<file path="src/rtl/fetch_unit.sv">
// fetch_unit: instruction-fetch stage feeding decode.
//
// Owns the fetch PC and issues word-aligned requests to instruction memory
// (valid/ready). In-order responses are written into a small registered FIFO,
// which presents {instruction, PC} pairs to decode (valid/ready). A redirect
// empties the FIFO and restarts fetch at a new target. Responses still owed
// for requests made before the redirect are counted and discarded.
//
// Ports:
//   clk_i, rst_i                 clock, asynchronous active-high reset
//   imem_req_valid_o/ready_i     request handshake
//   imem_req_addr_o              word-aligned fetch address
//   imem_rsp_valid_i/data_i      in-order response, never back-pressured
//   instr_valid_o/ready_i        instruction handshake to decode
//   instr_data_o, instr_pc_o     head instruction and its PC (NOP/0 when empty)
//   redirect_i, redirect_pc_i    flush and restart at redirect_pc_i[31:2]

module fetch_unit #(
    parameter logic [31:0] RESET_PC   = 32'h0000_0000,
    parameter int unsigned FIFO_DEPTH = 2
) (
    input  logic        clk_i,
    input  logic        rst_i,
    output logic        imem_req_valid_o,
    input  logic        imem_req_ready_i,
    output logic [31:0] imem_req_addr_o,
    input  logic        imem_rsp_valid_i,
    input  logic [31:0] imem_rsp_data_i,
    output logic        instr_valid_o,
    input  logic        instr_ready_i,
    output logic [31:0] instr_data_o,
    output logic [31:0] instr_pc_o,
    input  logic        redirect_i,
    input  logic [31:0] redirect_pc_i
);
    localparam int unsigned PTR_W = $clog2(FIFO_DEPTH);
    localparam int unsigned CNT_W = PTR_W + 1;
    localparam logic [CNT_W-1:0] DEPTH_C = CNT_W'(FIFO_DEPTH);
    localparam logic [0:0]  ST_IDLE  = 1'b0;
    localparam logic [0:0]  ST_FETCH = 1'b1;
    localparam logic [31:0] NOP_INSN = 32'h0000_0013;

    logic [0:0]       state_q, state_d;
    logic [31:0]      fetch_pc_q, fetch_pc_d;
    logic [31:0]      rsp_pc_q, rsp_pc_d;
    logic [31:0]      fifo_data_q [FIFO_DEPTH];
    logic [31:0]      fifo_pc_q   [FIFO_DEPTH];
    logic [PTR_W-1:0] rd_ptr_q, rd_ptr_d;
    logic [PTR_W-1:0] wr_ptr_q, wr_ptr_d;
    logic [CNT_W-1:0] count_q, count_d;
    logic [CNT_W-1:0] outstanding_q, outstanding_d;
    logic [CNT_W-1:0] discard_q, discard_d;

    logic [CNT_W:0]   credit_sum_s;
    logic             req_valid_s;
    logic             req_fire_s;
    logic             push_s;
    logic             pop_s;
    logic             fifo_nonempty_s;
    logic [CNT_W-1:0] req_inc_s;
    logic [CNT_W-1:0] rsp_dec_s;
    logic [31:0]      redirect_base_s;

    // Handshake qualifiers shared by next-state logic and outputs.
    always_comb begin
        fifo_nonempty_s = (count_q != CNT_W'(0));
        // Buffered entries plus requests in flight may never exceed the depth,
        // so a kept response always has a free slot.
        credit_sum_s    = {1'b0, count_q} + {1'b0, outstanding_q};
        req_valid_s     = (state_q == ST_FETCH) && !redirect_i &&
                          (credit_sum_s < {1'b0, DEPTH_C});
        req_fire_s      = req_valid_s && imem_req_ready_i;
        push_s          = imem_rsp_valid_i && (discard_q == CNT_W'(0)) && !redirect_i;
        pop_s           = fifo_nonempty_s && instr_ready_i && !redirect_i;
        req_inc_s       = CNT_W'(req_fire_s);
        rsp_dec_s       = CNT_W'(imem_rsp_valid_i);
        redirect_base_s = {redirect_pc_i[31:2], 2'b00};
    end

    // Next-state computation; redirect overrides every other update.
    always_comb begin
        state_d       = state_q;
        fetch_pc_d    = fetch_pc_q;
        rsp_pc_d      = rsp_pc_q;
        rd_ptr_d      = rd_ptr_q;
        wr_ptr_d      = wr_ptr_q;
        count_d       = count_q;
        outstanding_d = outstanding_q;
        discard_d     = discard_q;

        case (state_q)
            ST_IDLE:  state_d = ST_FETCH;
            ST_FETCH: state_d = ST_FETCH;
            default:  state_d = ST_IDLE;
        endcase

        if (redirect_i) begin
            fetch_pc_d    = redirect_base_s;
            rsp_pc_d      = redirect_base_s;
            rd_ptr_d      = PTR_W'(0);
            wr_ptr_d      = PTR_W'(0);
            count_d       = CNT_W'(0);
            // No request is issued this cycle, so everything still owed after
            // this cycle belongs to the old stream.
            outstanding_d = outstanding_q - rsp_dec_s;
            discard_d     = outstanding_q - rsp_dec_s;
        end else begin
            if (req_fire_s) begin
                fetch_pc_d = fetch_pc_q + 32'd4;
            end else begin
                fetch_pc_d = fetch_pc_q;
            end
            outstanding_d = outstanding_q + req_inc_s - rsp_dec_s;
            if (imem_rsp_valid_i && (discard_q != CNT_W'(0))) begin
                discard_d = discard_q - CNT_W'(1);
            end else begin
                discard_d = discard_q;
            end
            if (push_s) begin
                wr_ptr_d = wr_ptr_q + PTR_W'(1);
                rsp_pc_d = rsp_pc_q + 32'd4;
            end else begin
                wr_ptr_d = wr_ptr_q;
                rsp_pc_d = rsp_pc_q;
            end
            if (pop_s) begin
                rd_ptr_d = rd_ptr_q + PTR_W'(1);
            end else begin
                rd_ptr_d = rd_ptr_q;
            end
            count_d = count_q + CNT_W'(push_s) - CNT_W'(pop_s);
        end
    end

    // Control and PC state registers.
    always_ff @(posedge clk_i or posedge rst_i) begin
        if (rst_i) begin
            state_q       <= ST_IDLE;
            fetch_pc_q    <= RESET_PC;
            rsp_pc_q      <= RESET_PC;
            rd_ptr_q      <= PTR_W'(0);
            wr_ptr_q      <= PTR_W'(0);
            count_q       <= CNT_W'(0);
            outstanding_q <= CNT_W'(0);
            discard_q     <= CNT_W'(0);
        end else begin
            state_q       <= state_d;
            fetch_pc_q    <= fetch_pc_d;
            rsp_pc_q      <= rsp_pc_d;
            rd_ptr_q      <= rd_ptr_d;
            wr_ptr_q      <= wr_ptr_d;
            count_q       <= count_d;
            outstanding_q <= outstanding_d;
            discard_q     <= discard_d;
        end
    end

    // FIFO storage; written only by kept responses.
    always_ff @(posedge clk_i or posedge rst_i) begin
        if (rst_i) begin
            for (int i = 0; i < int'(FIFO_DEPTH); i++) begin
                fifo_data_q[i] <= NOP_INSN;
                fifo_pc_q[i]   <= 32'h0000_0000;
            end
        end else if (push_s) begin
            fifo_data_q[wr_ptr_q] <= imem_rsp_data_i;
            fifo_pc_q[wr_ptr_q]   <= rsp_pc_q;
        end else begin
            fifo_data_q[wr_ptr_q] <= fifo_data_q[wr_ptr_q];
            fifo_pc_q[wr_ptr_q]   <= fifo_pc_q[wr_ptr_q];
        end
    end

    // Output drive; all values come straight from registers except the
    // request valid, which must drop in the redirect cycle.
    always_comb begin
        imem_req_valid_o = req_valid_s;
        imem_req_addr_o  = fetch_pc_q;
        instr_valid_o    = fifo_nonempty_s;
        if (fifo_nonempty_s) begin
            instr_data_o = fifo_data_q[rd_ptr_q];
            instr_pc_o   = fifo_pc_q[rd_ptr_q];
        end else begin
            instr_data_o = NOP_INSN;
            instr_pc_o   = 32'h0000_0000;
        end
    end

    fetch_unit_chk #(
        .FIFO_DEPTH (FIFO_DEPTH),
        .CNT_W      (CNT_W)
    ) u_chk (
        .clk_i         (clk_i),
        .rst_i         (rst_i),
        .rsp_valid_i   (imem_rsp_valid_i),
        .push_i        (push_s),
        .pop_i         (pop_s),
        .count_i       (count_q),
        .outstanding_i (outstanding_q),
        .discard_i     (discard_q)
    );
endmodule

// fetch_unit_chk: protocol and bookkeeping invariants of fetch_unit.
// Ports: clock/reset plus the response, push/pop and counter state.
module fetch_unit_chk #(
    parameter int unsigned FIFO_DEPTH = 2,
    parameter int unsigned CNT_W      = 2
) (
    input logic             clk_i,
    input logic             rst_i,
    input logic             rsp_valid_i,
    input logic             push_i,
    input logic             pop_i,
    input logic [CNT_W-1:0] count_i,
    input logic [CNT_W-1:0] outstanding_i,
    input logic [CNT_W-1:0] discard_i
);
    // Invariant checks, evaluated on every active edge outside reset.
    always @(posedge clk_i) begin
        if (!rst_i) begin
            assert (!(rsp_valid_i && (outstanding_i == CNT_W'(0))))
                else $error("response with nothing outstanding");
            assert (!(push_i && (count_i == CNT_W'(FIFO_DEPTH)) && !pop_i))
                else $error("kept response into full buffer");
            assert (outstanding_i <= CNT_W'(FIFO_DEPTH))
                else $error("outstanding above depth");
            assert (discard_i <= outstanding_i)
                else $error("discard above outstanding");
        end
    end
endmodule
</file>
<file path="config.mk">
export PLATFORM = sky130hd
export DESIGN_NAME = fetch_unit
export DESIGN_NICKNAME = d
export VERILOG_FILES = /design/src/rtl/fetch_unit.sv
export SDC_FILE = /design/constraint.sdc
export NUM_CORES = 1
export LEC_CHECK = 0
export CORE_ASPECT_RATIO = 1.2
export CORE_UTILIZATION = 55
export CTS_BUF_LIST = sky130_fd_sc_hd__clkbuf_8
export DETAILED_ROUTE_END_ITERATION = 8
export GPL_TIMING_DRIVEN = 1
export HOLD_SLACK_MARGIN = 0.02
export PLACE_DENSITY = 0.8
export SLEW_MARGIN = 20
export SYNTH_ARGS = -nofsm -noshare
export SYNTH_HDL_FRONTEND = slang
export SYNTH_SLANG_ARGS = --single-unit
</file>
<file path="constraint.sdc">
create_clock -name clk_i -period 8.78 [get_ports clk_i]
set_input_delay 1.317 -clock clk_i [delete_from_list [all_inputs] [get_ports clk_i]]
set_output_delay 1.317 -clock clk_i [all_outputs]
set_load 0.05 [all_outputs]
</file>
# Yosys cells after proc, flatten, opt, wreduce, memory -nomap -nowiden
# Index checks and enable logic that the tools add are counted.
[totals]
output_inout_bits = 98
register_bits = 201
in_bits = 70
word_cells = 80
[classes]
n_mux = 34
bitwise = 2
reduce_logical = 17
addsub = 11
n_lt_le_gt_ge = 4
[op_table]
columns = ["operator", "count"]
rows = [
  ["32-bit two-way mux", 19],
  ["64-bit bitwise mux", 4],
  ["64-bit two-way mux", 2],
  ["32-bit by 3-bit adder with 32-bit output (second input constant)", 2],
  ["32-bit demux with 1-bit select", 1],
  ["2-bit nonzero test", 6],
  ["1-bit logical AND", 9],
  ["2-bit two-way mux", 4],
  ["2-bit by 1-bit subtractor with 2-bit output", 3],
  ["2-bit by 1-bit adder with 2-bit output", 2],
  ["2-bit greater-or-equal comparator (second input constant)", 2],
  ["1-bit two-way mux", 4],
  ["1-bit NOT with 2-bit output", 2],
  ["2-bit by 2-bit adder with 3-bit output", 1],
  ["3-bit by 2-bit < comparator with 1-bit output (second input constant)", 1],
  ["1-bit adder (second input constant)", 2],
  ["2-bit logical NOT", 1],
  ["2-bit by 1-bit < comparator with 1-bit output (second input constant)", 1],
  ["2-bit by 1-bit subtractor with 2-bit output (second input constant)", 1],
  ["1-bit logical NOT", 1],
]

# Logic depth before layout (Yosys ltp)
# Gate-level depths: netlist (run 1).
[logic_depth]
depth_word = 7
mapped_depth = 10
ltp_nobuf = 10

# Least setup slack after synthesis (run 1)
# OpenSTA, ideal clock, no wires.
[synth_timing]
kind = "input port to output port"
start = "input port redirect_i"
end = "output port imem_req_valid_o"
cell_stages = 3
path_buffers = 1
t_arrival_ps = 2313
required_time_ps = 7463
path_slack_ps = 5150
cell_sequence = "clkbuf_1 -> nor3_2 -> and2_1"
[synth_via]
elab_chain_len = 3
[synth_lines]
columns = ["element", "line", "source"]
rows = [
  ["start, declared", "33", "input logic redirect_i,"],
  ["1-bit logical NOT", "70", "req_valid_s = (state_q == ST_FETCH) && !redirect_i &&"],
  ["1-bit logical AND (2 in series)", "70", ""],
  ["end, declared", "24", "output logic imem_req_valid_o,"],
]
# No other way between the ends.

# Final worst setup path (run 1)
# Same ends and word-level chain as after synthesis.

==> results.py, run 1 <==
metrics = {
    "clock_tree": {
        "cts_tree": "done",
        "cts_sinks": 197,
        "cts_setup_buffers": 0,
        "htreeDepth": 4,
        "clk_pin_slew_ns": 0.10,
        "clockRootBuffer": "clkbuf_8",
        "cts_made_buffers": 17,
        "insertion_delay_ns": 0.46,
        "cts_buffer_depth": 2,
        "cts_hold_buf": 0,
        "cts_resized": 0,
    },
    "power": {
        "p_int_w": 0.00194,
        "seq_power_share_pct": 45.8,
        "ir_drop_uv": 106,
        "power.share.combinational_pct": 35.4,
        "p_clk_share_pct": 18.8,
        "p_leak_nw": 4.83,
        "p_sw_share_pct": 36.2,
        "p_switching_w": 0.00110,
        "powerDensity_nw_per_um2": 254,
    },
    "route": {
        "avgRoutedWirePerCell_um": 18.3,
        "drc": 0,
        "drt_wl_total_um": 22900,
        "drtIter0Drc": 532,
        "vias": 7573,
        "antenna_left": 0,
        "routed_via_density": 6.04,
        "first_pass_iters": 5,
    },
    "logic_synthesis": {
        "seq_area_frac_synth_pct": 50.3,
        "synth_common_cells": "191 x dfrtp_1, 124 x mux2_2, 101 x nor2_1",
        "synth_area_leader_cell": "dfrtp_1",
        "synth_seq_cells": 197,
        "synth_edf_count": 0,
        "synth_warnings": 0,
        "syn_avg_cell_area_sq_um": 11.1,
        "synth_cells": 883,
        "async_flop_share_pct": 100,
        "ys_types": 56,
        "synth_most_common_cell": "dfrtp_1",
        "synth_flop_cell": "dfrtp_1",
        "netlist_top_cells_area": "dfrtp_1 49%, mux2_2 14%, mux2i_1 6.9%, nor2_1 3.9%, or4_1 1.8%",
        "yosysTopAreaCellShare_pct": 48.7,
        "syn_area_sq_um": 9810,
    },
    "place": {
        "dp_cells": 1221,
        "gp_congestion": 0.891,
        "dp_hpwl_um": 15500,
        "port_buffers": 163,
    },
    "timing": {
        "fmax_mhz": 220,
        "maxSlewHeadroom_pct": 37.8,
        "finalCritPeriodShare_pct": 51.8,
        "maxSlewViolCount": 0,
        "finalSetupTns_ns": 0,
        "worst_clock_skew_ns": 0.0133,
        "setup_violations": 0,
        "worstMarginPinSlew_ns": 0.934,
        "fin_crit_ns": 4.54,
        "hold_violations": 0,
        "rsz0062_at_grt": "no",
    },
    "global_route": {
        "grt_pass1_vias": 7298,
        "grt_usage_pct": 25.7,
        "overflow": 0,
        "grt_max_degree": 120,
        "antenna_found_initial": 0,
        "grt_pass1_wl_um": 36700,
    },
    "floorplan": {
        "fp-row-count": 53,
        "die_y_um": 148,
        "ioPinCount": 168,
        "core_area_sq_um": 17500,
        "dieArea_sq_um": 18400,
        "die_x_um": 124,
        "initial_utilization_pct": 56.0,
    },
    "cells_and_area": {
        "n_antenna_cell": 0,
        "final_cells": 1253,
        "area_growth_pct": 22.0,
        "nets": 1100,
        "n_fill_cell": 1389,
        "drive_gt1_share_pct": 18.2,
    },
    "critical_path": {
        "required_ns": 7.46,
        "end_kind": "output pin",
        "crit_type": "in2out",
        "start_kind": "input port",
        "critPathArrivalTime_ns": 3.23,
        "reg2reg_depth": 10,
        "crit_fanout": 56,
    },
    "worst_hold_path": {
        "min_path_type": "reg2reg",
        "hold_path_depth": 2,
    },
    "job": {
        "maxCapViolations": 0,
    },
    "run_status": {
        "outcome": "finished, final reports clean",
    },
}
[cell families after synthesis]
kind of cell / share of synthesized area, %
compound gates: 7.38
xor+xnor: 1.79
fa+ha+maj: 1.22
buf+inv: 3.05
flops: 50.3
mux: 21.2
other cells: 0.0765
simple gates: 15.0
[registers in the layout, summed over array words and instances (netlist names)]
signal	cells
fifo_data_q	64
fifo_pc_q	64
imem_req_addr_o	30
rsp_pc_q	30
count_q	2
discard_q	2
outstanding_q	2
rd_ptr_q	1
state_q	1
wr_ptr_q	1
[power groups by stage]
stage          Clock, W  Sequential [W]  Combinational, W
4_1_cts        0.000585         0.00139           0.00109
5_1_grt        0.000620         0.00143           0.00117
3_3_place_gp          0         0.00139           0.00106
6_report       0.000572         0.00139           0.00108
3_5_place_dp          0         0.00141           0.00108
2_1_floorplan         0         0.00141          0.000763
[layout make-up]
| cell class | count | area (sq um) | share of cell area [%] |
|---|---|---|---|
| repair buffers | 171 | 1710 | 14.3 |
| well taps | 220 | 275 | 2.30 |
| clock inverters | 12 | 119 | 0.993 |
| clock buffers | 19 | 262 | 2.19 |
| flip-flops and latches | 197 | 4940 | 41.3 |
| multi-input cells | 617 | 4590 | 38.4 |
| inverters | 17 | 71.3 | 0.596 |
[metrics by stage]
stage / worst slack (ns) / total power [W] / util (%) / hold slack, ns / cell area [sq um]
6_report: 4.24 / 0.00304 / 68.4 / 0.492 / 12000
3_5_place_dp: 4.27 / 0.00250 / 66.0 / 0.471 / 11600
3_3_place_gp: 4.27 / 0.00245 / 66.0 / 0.462 / 11600
5_1_grt: 4.15 / 0.00322 / 68.4 / 0.521 / 12000
2_1_floorplan: 2.10 / 0.00217 / - / 0.450 / 9810
4_1_cts: 4.25 / 0.00306 / 68.2 / 0.497 / 11900
[cell usage in the layout (no fill, tap or decap), types with 7 or more instances in the layout]
| cell | instances |
|---|---|
| clkbuf_8 | 19 |
| mux2i_1 | 68 |
| o31ai_1 | 20 |
| nand3_1 | 25 |
| clkdlybuf4s50_1 | 162 |
| nor2_1 | 99 |
| or4_1 | 24 |
| nand4_1 | 18 |
| mux2_2 | 124 |
| xor2_1 | 7 |
| nor3_1 | 9 |
| o21ai_0 | 26 |
| buf_4 | 7 |
| nand2_1 | 43 |
| inv_1 | 15 |
| ha_1 | 8 |
| dfrtp_1 | 190 |
| or3_1 | 7 |
| a31oi_1 | 24 |
| xnor2_1 | 13 |
| a21oi_1 | 8 |
| nor4_1 | 14 |
| a211oi_1 | 7 |
[routing by layer]
layer	up-vias	global-route usage (%)	part of all wire, %	wire length (um)
li1	3500	-	-	-
met1	3811	35.7	45	10300
met2	229	40.5	48	11000
met3	33	4.41	5.0	1150
met4	0	8.93	1.9	442
met5	-	0	0	0
[worst paths after layout]
check	start	end	slack [ns]
setup / recovery	redirect_i	imem_req_valid_o	4.24
hold / removal	fifo_pc_q[21]	fifo_pc_q[21]	0.49
setup reg to reg	count_q[0]	outstanding_q[1]	5.76
hold reg to reg	fifo_pc_q[21]	fifo_pc_q[21]	0.49
max in group asynchronous	rst_i	rd_ptr_q	6.14
min in group asynchronous	rst_i	fifo_data_q[8]	1.42
[critical path, cell delays in order]
cell             delay, ns
buf_2                 0.09
buf_4                 0.29
nor3_2                0.50
and2_1                0.21
clkdlybuf4s50_1       0.80
Power figures use the tool's default switching activity.
==> inputs of run 2 (changes only) <==
- CORE_UTILIZATION: 55 -> 50
- PLACE_DENSITY: 0.8 -> 0.77
- clock period: 8.78 -> 4.05 ns (I/O delays scaled with it)
==> run 2 against run 1 <==
- largest power group unchanged
- global-route usage fell by 0.98 points
- setup slack got worse by 3.7 ns
- critical endpoint unchanged
- largest cell class unchanged
- first-iteration DRC count shrank 26%
- highest routed layer unchanged
- via count down 0.66%
==> results.py, run 2 (synthesis results as in run 1) <==
metrics = {
    "worst_hold_path": {
        "hold_path_depth": 2,
        "hold_end": "fifo_pc_q[11]",
        "hold_start": "fifo_pc_q[11]",
        "min_path_type": "reg2reg",
    },
    "floorplan": {
        "initial_utilization_pct": 51.5,
        "core_area_sq_um": 19100,
        "fp-row-count": 55,
        "ioPinCount": 168,
        "dieArea_sq_um": 20200,
        "die_x_um": 130,
        "die_y_um": 155,
    },
    "cells_and_area": {
        "drive_gt1_share_pct": 18.8,
        "fin_util_pct": 63.9,
        "final_cells": 1298,
        "n_antenna_cell": 0,
        "n_fill_cell": 1574,
        "area_growth_pct": 24.2,
        "layout_common_cells": "190 x dfrtp_1, 162 x clkdlybuf4s50_1, 124 x mux2_2, 99 x nor2_1, 68 x mux2i_1",
        "nets": 1108,
        "top_regs": "fifo_data_q: 64 flops, fifo_pc_q: 64 flops",
        "final_common_cell": "dfrtp_1",
        "seq_area_sq_um": 4940,
        "multiInputGateArea_sq_um": 4590,
    },
    "place": {
        "port_buffers": 163,
        "dp_hpwl_um": 16700,
        "gp_congestion": 0.903,
        "dp_cells": 1266,
    },
    "critical_path": {
        "reg2reg_to": "imem_req_addr_o[17]",
        "crit_fanout": 7,
        "required_ns": 3.44,
        "crit_type": "reg2out",
        "r2r_start": "count_q[0]",
        "critPathArrivalTime_ns": 2.86,
        "cp-startpoint": "count_q[0]",
        "start_kind": "flop",
        "end_kind": "output pin",
        "reg2reg_depth": 6,
        "rrSetupSlack_ns": 1.17,
    },
    "clock_tree": {
        "cts_resized": 0,
        "htreeDepth": 4,
        "cts_setup_buffers": 0,
        "cts_made_buffers": 17,
        "cts_buffer_depth": 2,
        "cts_tree": "done",
        "clockRootBuffer": "clkbuf_8",
        "cts_sinks": 197,
        "cts_hold_buf": 0,
        "insertion_delay_ns": 0.47,
        "clk_pin_slew_ns": 0.11,
    },
    "global_route": {
        "grt_pass1_vias": 7582,
        "grt_usage_pct": 24.7,
        "grt_max_degree": 69,
        "antenna_found_initial": 0,
        "grt_pass1_wl_um": 38700,
        "overflow": 0,
    },
    "timing": {
        "maxSlewViolCount": 0,
        "worstMarginPinSlew_ns": 0.845,
        "hold_violations": 0,
        "setup_violations": 0,
        "maxSlewHeadroom_pct": 43.2,
        "fmax_mhz": 288,
        "finalCritPeriodShare_pct": 85.7,
        "rsz0062_at_grt": "no",
        "holdWs_ns": 0.495,
        "fin_crit_ns": 3.47,
        "worst_clock_skew_ns": 0.0152,
        "finalSetupTns_ns": 0,
    },
    "route": {
        "routed_via_density": 5.80,
        "drc": 0,
        "antenna_left": 0,
        "drtIter0Drc": 393,
        "avgRoutedWirePerCell_um": 18.3,
        "vias": 7523,
        "first_pass_iters": 5,
        "drt_wl_total_um": 23700,
    },
    "job": {
        "maxCapViolations": 0,
    },
    "power": {
        "ir_drop_uv": 342,
        "p_total_w": 0.00680,
        "powerDensity_nw_per_um2": 558,
        "p_leak_nw": 4.93,
    },
    "run_status": {
        "outcome": "finished, final reports clean",
    },
}
-- run 2: power breakdown --
| part | internal (W) | switching, W |
|---|---|---|
| clock network | 0.000644 | 0.000760 |
| logic | 0.00109 | 0.00127 |
| registers | 0.00261 | 0.000420 |
-- run 2: worst max-delay path, stage by stage (launching register included) --
cell and delay [ns]:
dfrtp_1 0.44, and2_1 0.17, fa_1 0.50, nor3_2 0.17, buf_4 0.17, and2_1 0.14
clkdlybuf4s50_1 0.80
-- run 2: per-stage QoR --
step                      instance area [sq um]  setup WS (ns)
final                                     12200          0.578
after global routing                      12200          0.463
after global placement                    11700           1.10
after CTS                                 12200          0.538
after detailed placement                  11700           1.04
after floorplan                            9820          0.901
-- run 2: worst max path at each step --
stage                     slack [ns]  cells past startpoint                to
after floorplan                 0.90                      1        count_q[0]
after global placement          1.10                      6  imem_req_valid_o
after detailed placement        1.04                      5      rsp_pc_q[19]
after CTS                       0.54                      6  imem_req_valid_o
after global routing            0.46                      6  imem_req_valid_o
final                           0.58                      6  imem_req_valid_o
-- run 2: layout make-up --
| type | count | area share, % |
|---|---|---|
| clock inverters | 15 | 1.73 |
| well taps | 256 | 2.63 |
| repair buffers | 179 | 14.9 |
| multi-input cells | 617 | 37.7 |
| inverters | 17 | 0.554 |
| clock buffers | 17 | 1.92 |
| flip-flops and latches | 197 | 40.5 |
-- run 2: per-layer routing --
metal  vias up  routed length [um]  global-route usage, %
met5         -                   0                      0
met2       234               11600                   41.6
met3        35                1330                   4.20
met4         0                 438                   8.36
li1       3497                   -                      -
met1      3757               10400                   32.1
==> inputs of run 3 (changes only) <==
--- a/config.mk
+++ b/config.mk
@@ -14,2 +14,3 @@
 export PLACE_DENSITY = 0.77
+export SETUP_SLACK_MARGIN = 0.05
 export SLEW_MARGIN = 20
==> constraint.sdc (replaced) <==
create_clock -name clk_i -period 4.05 [get_ports clk_i]
set_input_delay 0.81 -clock clk_i [delete_from_list [all_inputs] [get_ports clk_i]]
set_output_delay 0.81 -clock clk_i [all_outputs]
set_load 0.05 [all_outputs]
==> run 3 against run 2 <==
- power up 0.58%
- largest cell class unchanged
- cell count about the same
- largest power group unchanged
- sequential share of layout area barely moved
- register-to-register slack better by 0.11 ns
- setup slack lost 0.18 ns
- critical path type unchanged
- maximum frequency is 4.8% lower
- global-route usage fell by 1.0 points
- non-clock buffer count up 1
- via count down 0.27%
- die area did not move
- utilization up 0.052 points
- cell area hardly changed
==> results.py, run 3 (synthesis results as in run 1) <==
metrics = {
    "global_route": {
        "antenna_found_initial": 0,
        "grt_pass1_wl_um": 37100,
        "overflow": 0,
        "grt_pass1_vias": 7411,
        "grt_max_degree": 69,
        "grt_usage_pct": 23.7,
    },
    "critical_path": {
        "cpMostUsedCell": "and2_1",
        "slowest_delay_ns": 0.80,
        "cp-startpoint": "count_q[0]",
        "crit_buf_inv": 2,
        "crit_type": "reg2out",
        "crit_chain": "and2_1 -> fa_1 -> nor3_2 -> buf_4 -> and2_1 -> clkdlybuf4s50_1",
        "critPathArrivalTime_ns": 2.84,
        "r2r_start": "count_q[0]",
        "critical_path.top_delay_family": "buffers and inverters",
        "required_ns": 3.24,
        "crit_fanout": 7,
        "end_kind": "output pin",
        "start_kind": "flop",
        "slowest_stage": "clkdlybuf4s50_1",
    },
    "floorplan": {
        "fp-row-count": 55,
        "ioPinCount": 168,
        "initial_utilization_pct": 51.5,
        "dieArea_sq_um": 20200,
        "die_x_um": 130,
        "core_area_sq_um": 19100,
        "die_y_um": 155,
    },
    "route": {
        "drc": 0,
        "first_pass_iters": 5,
        "antenna_left": 0,
        "avgRoutedWirePerCell_um": 17.8,
        "drtIter0Drc": 409,
        "vias": 7503,
        "routed_via_density": 5.78,
        "drt_wl_total_um": 23100,
    },
    "job": {
        "maxCapViolations": 0,
    },
    "clock_tree": {
        "cts_sinks": 197,
        "cts_tree": "done",
        "clk_pin_slew_ns": 0.11,
        "htreeDepth": 4,
        "clockRootBuffer": "clkbuf_8",
        "insertion_delay_ns": 0.47,
        "cts_buffer_depth": 2,
        "cts_resized": 0,
        "cts_hold_buf": 0,
        "cts_setup_buffers": 0,
        "cts_made_buffers": 17,
    },
    "timing": {
        "maxSlewHeadroom_pct": 48.2,
        "fmax_mhz": 274,
        "fin_crit_ns": 3.65,
        "hold_violations": 0,
        "setup_slack_ns": 0.401,
        "maxSlewViolCount": 0,
        "setup_violations": 0,
        "finalSetupTns_ns": 0,
        "worstMarginPinSlew_ns": 0.776,
        "worst_clock_skew_ns": 0.0191,
        "rsz0062_at_grt": "no",
        "finalCritPeriodShare_pct": 90.1,
    },
    "worst_hold_path": {
        "hold_start": "fifo_pc_q[21]",
        "min_path_type": "reg2reg",
    },
    "cells_and_area": {
        "nets": 1109,
        "n_antenna_cell": 0,
        "drive_gt1_share_pct": 18.9,
        "n_fill_cell": 1547,
        "final_common_cell": "dfrtp_1",
        "area_growth_pct": 24.3,
        "top_regs": "fifo_data_q: 64 flops, fifo_pc_q: 64 flops",
        "layout_common_cells": "190 x dfrtp_1, 162 x clkdlybuf4s50_1, 124 x mux2_2, 99 x nor2_1, 68 x mux2i_1",
    },
    "power": {
        "p_leak_nw": 4.94,
        "powerDensity_nw_per_um2": 561,
        "ir_drop_uv": 264,
    },
    "place": {
        "dp_hpwl_um": 16300,
        "gp_congestion": 0.956,
        "pre_cts_ws_ns": 0.867,
        "port_buffers": 163,
    },
    "run_status": {
        "outcome": "finished, final reports clean",
    },
}
[run 3: cell types whose count changed in the layout (fill, tap and decap cells not counted), sizes merged]
cell / change
inv: -2
buf: +1
bufinv: +1
clkbuf: +1
clkinv: +1
clkinvlp: -1
[run 3: final timing paths]
check	endpoint	slack, ns	cells after the start
max in group asynchronous	fifo_data_q[33]	2.38	3
setup / recovery	imem_req_valid_o	0.40	6
hold / removal	fifo_pc_q[21]	0.49	2
hold reg to reg	fifo_pc_q[21]	0.49	2
setup reg to reg	imem_req_addr_o[17]	1.28	6
min in group asynchronous	rsp_pc_q[17]	0.82	2
[run 3: per-stage QoR]
stage          utilization (%)  instances  hold WS [ns]  instance area, sq um  power (W)
6_report                  64.0       1299         0.493                 12200    0.00684
5_1_grt                   64.0       1299         0.520                 12200    0.00723
4_1_cts                   64.0       1299         0.498                 12200    0.00691
3_5_place_dp              61.6       1267         0.471                 11700    0.00546
3_3_place_gp              61.6       1267         0.463                 11700    0.00535
2_1_floorplan                -        884         0.450                  9820    0.00470
[run 3: final cells by class]
class | instances | area (sq um) | area share [%]
clock buffers | 18 | 248 | 2.03
clock inverters | 14 | 213 | 1.74
inverters | 17 | 67.6 | 0.554
multi-input cells | 617 | 4590 | 37.7
flip-flops and latches | 197 | 4940 | 40.5
well taps | 256 | 320 | 2.63
repair buffers | 180 | 1820 | 14.9
[run 3: routing by layer]
layer,vias to the layer above,GRT usage [%],wire length [um]
li1,3511,-,-
met1,3665,30.4,9950
met2,291,39.1,11000
met3,36,4.68,1620
met4,0,9.41,566
met5,-,0,0
[run 3: worst register-to-register path, stage by stage (launching register included)]
cell      delay [ns]
dfrtp_1         0.44
and2_1          0.16
fa_1            0.50
nor4bb_1        0.60
nor2_1          0.24
or4_1           0.51
a221oi_1        0.24
[run 3: report_power, final]
part	leakage, nW	switching, W	internal, W
sequential	2.43	0.000419	0.00261
combinational	2.27	0.00127	0.00109
clock	0.237	0.000734	0.000712
total	4.94	0.00242	0.00442
